## config.mk

```make
export PLATFORM = sky130hd
export DESIGN_NAME = ram_hs
export DESIGN_NICKNAME = d
export VERILOG_FILES = /design/src/rtl/ram_hs_pkg.sv /design/src/rtl/ram_hs_array.sv /design/src/rtl/ram_hs.sv
export SDC_FILE = /design/constraint.sdc
export NUM_CORES = 2
export LEC_CHECK = 0
export CORE_UTILIZATION = 30
export DETAILED_ROUTE_END_ITERATION = 8
export PLACE_DENSITY = 0.55
export SLEW_MARGIN = 40
export SYNTH_ARGS = -nofsm -noshare
export SYNTH_HDL_FRONTEND = slang
export SYNTH_SLANG_ARGS = --single-unit
export TNS_END_PERCENT = 50
```

## constraint.sdc

```tcl
create_clock -name clk -period 5.9 [get_ports clk]
set_clock_uncertainty 0.1 [all_clocks]
set_input_delay 1.77 -clock clk [delete_from_list [all_inputs] [get_ports clk]]
set_output_delay 1.77 -clock clk [all_outputs]
set_load 0.02 [all_outputs]
```

## src/rtl/ram_hs_pkg.sv

```systemverilog
// Shared types and constants for the handshaked word RAM: controller states,
// wait-counter width and the legal WAIT_STATES range.
package ram_hs_pkg;

  typedef enum logic [1:0] {
    ST_CLEAR  = 2'd0,
    ST_IDLE   = 2'd1,
    ST_WAIT   = 2'd2,
    ST_ACCESS = 2'd3
  } state_e;

  localparam int CNT_W           = 4;
  localparam int MAX_WAIT_STATES = (1 << CNT_W) - 1;

  function automatic bit wait_states_ok(input int ws);
    return (ws >= 0) && (ws <= MAX_WAIT_STATES);
  endfunction

endpackage

```

## src/rtl/ram_hs_array.sv

```systemverilog
// DEPTH x WIDTH storage: one synchronous write port and one registered read port.
// Holds no reset; contents are initialised by the controller's clear sequence.
module ram_hs_array
  import ram_hs_pkg::*;
#(
  parameter int WIDTH  = 8,
  parameter int ADDR_W = 8
) (
  input  logic              clk,
  input  logic              we,
  input  logic [ADDR_W-1:0] wadr,
  input  logic [WIDTH-1:0]  wdata,
  input  logic [ADDR_W-1:0] radr,
  output logic [WIDTH-1:0]  rdata
);

  localparam int DEPTH = 1 << ADDR_W;

  logic [WIDTH-1:0] mem_r [DEPTH];

  // write port
  always_ff @(posedge clk) begin
    if (we) begin
      mem_r[wadr] <= wdata;
    end
  end

  // registered read port
  always_ff @(posedge clk) begin
    rdata <= mem_r[radr];
  end

endmodule

```

## src/rtl/ram_hs.sv

```systemverilog
// Single-port word RAM behind a req/ready handshake with configurable wait
// states and a hardware clear-on-reset sequencer.
module ram_hs
  import ram_hs_pkg::*;
#(
  parameter int WIDTH       = 8,
  parameter int ADDR_W      = 8,
  parameter int WAIT_STATES = 2
) (
  input  logic              clk,
  input  logic              reset,
  input  logic              req,
  input  logic              we,
  input  logic [ADDR_W-1:0] adr,
  input  logic [WIDTH-1:0]  writedata,
  output logic [WIDTH-1:0]  memdata,
  output logic              ready,
  output logic              busy
);

  localparam logic [ADDR_W-1:0] LAST_ADR  = {ADDR_W{1'b1}};
  localparam logic [ADDR_W-1:0] ADR_ONE   = {{(ADDR_W-1){1'b0}}, 1'b1};
  localparam logic [CNT_W-1:0]  CNT_ONE   = {{(CNT_W-1){1'b0}}, 1'b1};
  localparam logic [CNT_W-1:0]  CNT_ZERO  = {CNT_W{1'b0}};
  localparam logic [CNT_W-1:0]  WAIT_INIT = CNT_W'((WAIT_STATES > 0) ? WAIT_STATES - 1 : 0);

  generate
    if (!wait_states_ok(WAIT_STATES)) begin : g_bad_wait_states
      $error("ram_hs: WAIT_STATES must be within 0..15");
    end
  endgenerate

  state_e            state_r, state_s;
  logic [ADDR_W-1:0] clr_adr_r, adr_r, radr_s, wadr_s;
  logic [CNT_W-1:0]  cnt_r;
  logic              we_r, ready_r, busy_r, accept_s, mem_we_s;
  logic [WIDTH-1:0]  wd_r, memdata_r, rdata_s, wdata_s;

  ram_hs_array #(
    .WIDTH  (WIDTH),
    .ADDR_W (ADDR_W)
  ) u_array (
    .clk   (clk),
    .we    (mem_we_s),
    .wadr  (wadr_s),
    .wdata (wdata_s),
    .radr  (radr_s),
    .rdata (rdata_s)
  );

  // next-state logic
  always_comb begin
    state_s = state_r;
    case (state_r)
      ST_CLEAR: begin
        if (clr_adr_r == LAST_ADR) state_s = ST_IDLE;
        else                       state_s = ST_CLEAR;
      end
      ST_IDLE: begin
        if (req) begin
          if (WAIT_STATES == 0) state_s = ST_ACCESS;
          else                  state_s = ST_WAIT;
        end else begin
          state_s = ST_IDLE;
        end
      end
      ST_WAIT: begin
        if (cnt_r == CNT_ZERO) state_s = ST_ACCESS;
        else                   state_s = ST_WAIT;
      end
      ST_ACCESS: state_s = ST_IDLE;
      default:   state_s = ST_CLEAR;
    endcase
  end

  // array port steering; the read address follows adr on the accepting edge so
  // rdata already holds the target word by the ACCESS cycle
  always_comb begin
    accept_s = (state_r == ST_IDLE) && req;
    mem_we_s = 1'b0;
    wadr_s   = adr_r;
    wdata_s  = wd_r;
    if (reset) begin
      mem_we_s = 1'b0;
    end else if (state_r == ST_CLEAR) begin
      mem_we_s = 1'b1;
      wadr_s   = clr_adr_r;
      wdata_s  = {WIDTH{1'b0}};
    end else if (state_r == ST_ACCESS) begin
      mem_we_s = we_r;
    end else begin
      mem_we_s = 1'b0;
    end
    if (accept_s) radr_s = adr;
    else          radr_s = adr_r;
  end

  // state register and handshake flags
  always_ff @(posedge clk) begin
    if (reset) begin
      state_r <= ST_CLEAR;
      busy_r  <= 1'b1;
      ready_r <= 1'b0;
    end else begin
      state_r <= state_s;
      busy_r  <= (state_s != ST_IDLE);
      ready_r <= (state_r == ST_ACCESS);
    end
  end

  // clear address counter
  always_ff @(posedge clk) begin
    if (reset) begin
      clr_adr_r <= {ADDR_W{1'b0}};
    end else if (state_r == ST_CLEAR) begin
      clr_adr_r <= clr_adr_r + ADR_ONE;
    end
  end

  // request capture and wait-state countdown
  always_ff @(posedge clk) begin
    if (reset) begin
      we_r  <= 1'b0;
      adr_r <= {ADDR_W{1'b0}};
      wd_r  <= {WIDTH{1'b0}};
      cnt_r <= CNT_ZERO;
    end else if (accept_s) begin
      we_r  <= we;
      adr_r <= adr;
      wd_r  <= writedata;
      cnt_r <= WAIT_INIT;
    end else if (state_r == ST_WAIT) begin
      cnt_r <= cnt_r - CNT_ONE;
    end
  end

  // read data register, write-through on writes
  always_ff @(posedge clk) begin
    if (reset) begin
      memdata_r <= {WIDTH{1'b0}};
    end else if (state_r == ST_ACCESS) begin
      memdata_r <= we_r ? wd_r : rdata_s;
    end
  end

  assign memdata = memdata_r;
  assign ready   = ready_r;
  assign busy    = busy_r;

endmodule

```

-- Word level (Yosys, flattened, before mapping)
Memory sizes are Yosys's and may differ from the RTL's. A register that Yosys moved wholly into a read port is not among the register bits.
Index checks and enable logic that the tools add are counted.
Widths: inputs -> output; s select.
- memories: 1
- word-level logic and storage cells: 40
- bits in registers: 41
- bits of input ports: 20
- RAM bits: 2048
- memory list (name ; words ; bits a word ; rd ports ; clocked after memory_dff ; write ports ; RTL line ; source):
    u_array.mem_r ; 256 ; 8 ; 1 ; 1 ; 1 ; ram_hs_array.sv:19 ; logic [WIDTH-1:0] mem_r [DEPTH];
- equality and inequality tests: 5
- reductions and logical operators: 5
- add/sub/neg operators: 2
- mux-type cells: 17
- operator list (operator ; count):
    $mux 8 ; 6
    $mux 1 ; 9
    $add 8x1->8 const B ; 1
    $eq 8x8->1 const B ; 1
    $pmux 2 s4 ; 1
    $eq 2x2->1 const B ; 2
    $logic_not 4->1 ; 1
    $sub 4x1->4 const B ; 1
    $eq 2x1->1 const B ; 1
    $logic_not 2->1 ; 1
    $mux 2 ; 1
    $ne 2x1->1 const B ; 1
    $reduce_bool 2->1 ; 1
    $reduce_or 2->1 ; 1
    $logic_and 1x1->1 ; 1

-- Logic depth before layout (Yosys ltp)
- depth after elaboration: 6
- depth in mapped cells: 13

-- By module
A second synthesis with hierarchy kept.
- cells, all modules: 3941
- area, all modules: 81458.1 um^2
- modules (own cells, without submodules) (module ; times used ; cells an instance ; sequential area each (um^2) ; area each (um^2)):
    ram_hs_array ; 1 ; 3733 ; 61659.1 ; 79556.3
    ram_hs ; 1 ; 208 ; 820.8 ; 1901.8

-- Worst setup path before layout
Ideal clock, no wire load.
- kind: input-to-reg
- from: input reset
- to: memory u_array.mem_r[0][0], data pin
- arrival time: 5.423 ns
- setup time: 0.869 ns
- setup slack: -0.492 ns
- buffers on the path: 1
- stages on the path: 3
- path through: or3_1 -> clkbuf_1 -> and2_1
- longest elaborated chain between the ends: 1
- ends and longest elaborated chain (element ; RTL line ; source):
    start, declared ; ram_hs.sv:11 ; input logic reset,
    $mux 8 ; ram_hs.sv:83 ; if (reset) begin
    named net u_array.wdata[0] ; ram_hs_array.sv:12 ; input logic [WIDTH-1:0] wdata,
    end, declared ; ram_hs_array.sv:19 ;
The timed path passes the listed nets, and every way through them passes these cells.

-- Worst setup path after layout
- from: input req
- to: register u_array.rdata[1], read port of u_array.mem_r
- longest elaborated chain between the ends: 2
- ends and longest elaborated chain (element ; RTL line ; source):
    start, declared ; ram_hs.sv:12 ; input logic req,
    $logic_and 1x1->1 ; ram_hs.sv:79 ; accept_s = (state_r == ST_IDLE) && req;
    $mux 8 ; ram_hs.sv:94 ; if (accept_s) radr_s = adr;
    end, declared ; ram_hs_array.sv:14 ; output logic [WIDTH-1:0] rdata
No other way between the ends.
A chain may end at the register's enable or synchronous reset.

==> impl_metrics.ini <==
[route]
vias = 53940
dr.first_iter.drc_count = 6926
drtPass1Iterations = 6
ant_nets = 0
wl_per_cell_um = 26.03
route.detailed.drc = 0
viasPerCell = 5.215
wl_um = 269200

[global_routing]
grt_pass1_wl_um = 382600
grt_max_degree = 101
gr-total-overflow = 0
track_usage_pct = 18.86
antenna_found_initial = 21
grt_pass1_vias = 51910

[cts]
hold_buffers = 0
clock_latency_ns = 0.88
tritoncts = yes
cts-root-buf = clkbuf_16
postCtsSetupRepairBufs = 0
clkTransAtPathRegs_ns = 0.06
clock-sinks = 2097
clock_path_buffers = 3
cts-resized-gates = 0
htreeDepth = 4
cts_made_buffers = 213

[final_layout]
nNetsFinal = 6471
drive_gt1_share_pct = 15.24
stdcell_area_um2 = 98740
syn2layout_area_growth_pct = 18.66

[worst_setup_path]
path_class = in -> reg
end_kind = register
start_kind = input pin
critical_path.slowest_cell = nor4_1
timing.critical_path.mode_cell = buf_4
arrival_ns = 5.96
crit_fanout = 16
worstPathCellList = clkdlybuf4s50_1 > and4b_1 > a21oi_4 > buf_12 > nand2_1 > buf_4 > a21oi_1 > nor4_1 > o22ai_1 > nor4_2 > buf_4 > nand3_1
crit_family = simple AND/OR/NAND/NOR gates
max_stage_delay_ns = 0.74
worst-path-buf-inv = 4
cp-startpoint = req
worstReg2RegStart = state_r[0]
required_ns = 6.53

[sta]
worstMarginPinSlew_ns = 0.9309
hold_viol_final = 0
fin_crit_ns = 5.327
final_max_slew_viol_count = 0
period_share_pct = 90.30
timing.fmax_ghz = 0.1877
relSlewSlack_pct = 37.94
rsz0062_at_grt = false
setup_viol = 0
finalSetupTns_ns = 0

[synth]
synthMostInstantiatedCell = edfxtp_1
avgSynthCellArea_um2 = 13.83
synth-seq-cells = 2097
syn_nets = 6038
netlist_instances = 6015
ys_seq_area_share_pct = 75.08
ys_types = 66
synthTopCellsByArea = edfxtp_1 74%, nand2_1 7.1%, nand3_1 3.2%
yosysWarnings = 0
synth_common_cells = 2048 x edfxtp_1, 1567 x nand2_1, 532 x nand3_1
synthArstFlopShare_pct = 0
synthesis.area_um2 = 83220
ys.flop_type = edfxtp_1
synth_edf_count = 2048
yosys.area.top_type = edfxtp_1
synth_top_area_share_pct = 73.90

[hold_path]
hp-start = wd_r[3]
hold_path_class = reg -> reg

[power]
peakVddDrop_v = 0.0002444
totalPowerFinal_uw = 29960
p_leak_uw = 0.03450
powerDensity_nw_per_um2 = 303.4

[floorplan]
initial_utilization_pct = 30.12
ioPinCount = 30
fp.dieH_um = 528.7
rows = 193
core-area_um2 = 276300
die_w_um = 528.7
die_area_um2 = 279500

[place]
place_congestion = 0.9048
io_buffer_count = 29
post-dp-hpwl_um = 175500
place_area_um2 = 91580

[job]
max_cap_viol_count = 0

[run_status]
status = finished clean
worst register-to-register path: stages (launching register included):
cell     delay, ns
dfxtp_1       0.71
and4b_1       0.51
a21oi_4       0.08
buf_12        0.24
nand2_1       0.45
buf_4         0.29
a21oi_1       0.09
nor4_1        0.75
o22ai_1       0.37
nor4_2        0.54
buf_4         0.22
nand3_1       0.07
final timing paths:
| check | to | slack, ns | depth (start not counted) |
|---|---|---|---|
| setup / recovery | u_array.rdata[1] | 0.57 | 12 |
| setup reg to reg | u_array.rdata[1] | 1.34 | 11 |
| hold reg to reg | wd_r[3] | 0.38 | 2 |
| hold / removal | wd_r[3] | 0.38 | 2 |
layer usage:
layer | vias to the layer above | GRT usage, % | share of wire [%]
met2 | 2590 | 29.27 | 45
met4 | 4 | 7.523 | 3.9
met3 | 425 | 3.513 | 8.9
met1 | 27560 | 25.95 | 42
met5 | - | 0 | 0.013
li1 | 23350 | - | -
area by class of cell:
type | count | area (um^2)
clock inverter | 124 | 1396
timing repair buffer | 603 | 5539
clock buffer | 276 | 5729
inverter | 23 | 86.33
multi-input combinational | 3510 | 18860
sequential | 2097 | 62480
antenna | 5 | 12.51
tap | 3705 | 4636
fill | 26450 | 177500
metrics by stage:
stage	hold slack (ns)	std cells	util [%]	setup WS, ns
finish	0.3768	10340	35.74	0.5726
global route	0.4037	10340	35.74	0.6597
CTS	0.3792	10340	35.73	0.5491
detailed placement	0.3688	9938	33.15	-0.3628
global placement	0.3649	9933	33.09	-0.3590
floorplan	0.3443	6015	-	1.331
power by group:
part	total, uW	switching, uW	leakage (uW)	internal, uW
logic	139	100	0.00808	38.9
registers	16100	9.87	0.0229	16100
clock network	13700	5870	0.00349	7850
sequential cells by signal (all words and copies together) (netlist names):
name / count
u_array.mem_r: 2048
wd_r: 8
ready: 1
busy: 1
u_array.rdata: 8
adr_r: 8
cnt_r: 4
state_r: 2
clr_adr_r: 8
memdata: 8
we_r: 1
cells by family after synthesis:
family	share of synthesized area [%]
compound gates	4.589
xor+xnor	0.05263
fa+ha+maj	0.04511
buf+inv	2.524
flops	75.08
mux	3.760
simple gates	13.95
layout by cell type, fill, tap and decap left out, types with 15 or more instances in the layout:
| master | synthesis | layout |
|---|---|---|
| dfxtp_1 | 49 | 48 |
| nand3b_1 | 15 | 15 |
| nor2_1 | 310 | 297 |
| o22ai_1 | 32 | 32 |
| clkinv_2 | 0 | 47 |
| edfxtp_1 | 2048 | 2048 |
| nand3_1 | 532 | 532 |
| o21ai_0 | 26 | 26 |
| buf_12 | 1 | 72 |
| a21oi_1 | 125 | 122 |
| nand2_1 | 1567 | 1561 |
| clkdlybuf4s50_1 | 0 | 28 |
| clkinv_1 | 0 | 32 |
| a41oi_1 | 31 | 30 |
| mux2i_1 | 187 | 184 |
| nand2b_1 | 21 | 21 |
| clkbuf_1 | 158 | 44 |
| clkbuf_16 | 0 | 215 |
| a211oi_1 | 45 | 45 |
| nand4_1 | 160 | 160 |
| mux4_2 | 51 | 51 |
| nor4_1 | 34 | 31 |
| inv_1 | 23 | 23 |
| a31oi_1 | 113 | 113 |
| nor3_1 | 20 | 18 |
| a32oi_1 | 101 | 101 |
| buf_4 | 46 | 499 |
| bufinv_16 | 0 | 22 |
Note: power is estimated with default switching activity, not from simulation.
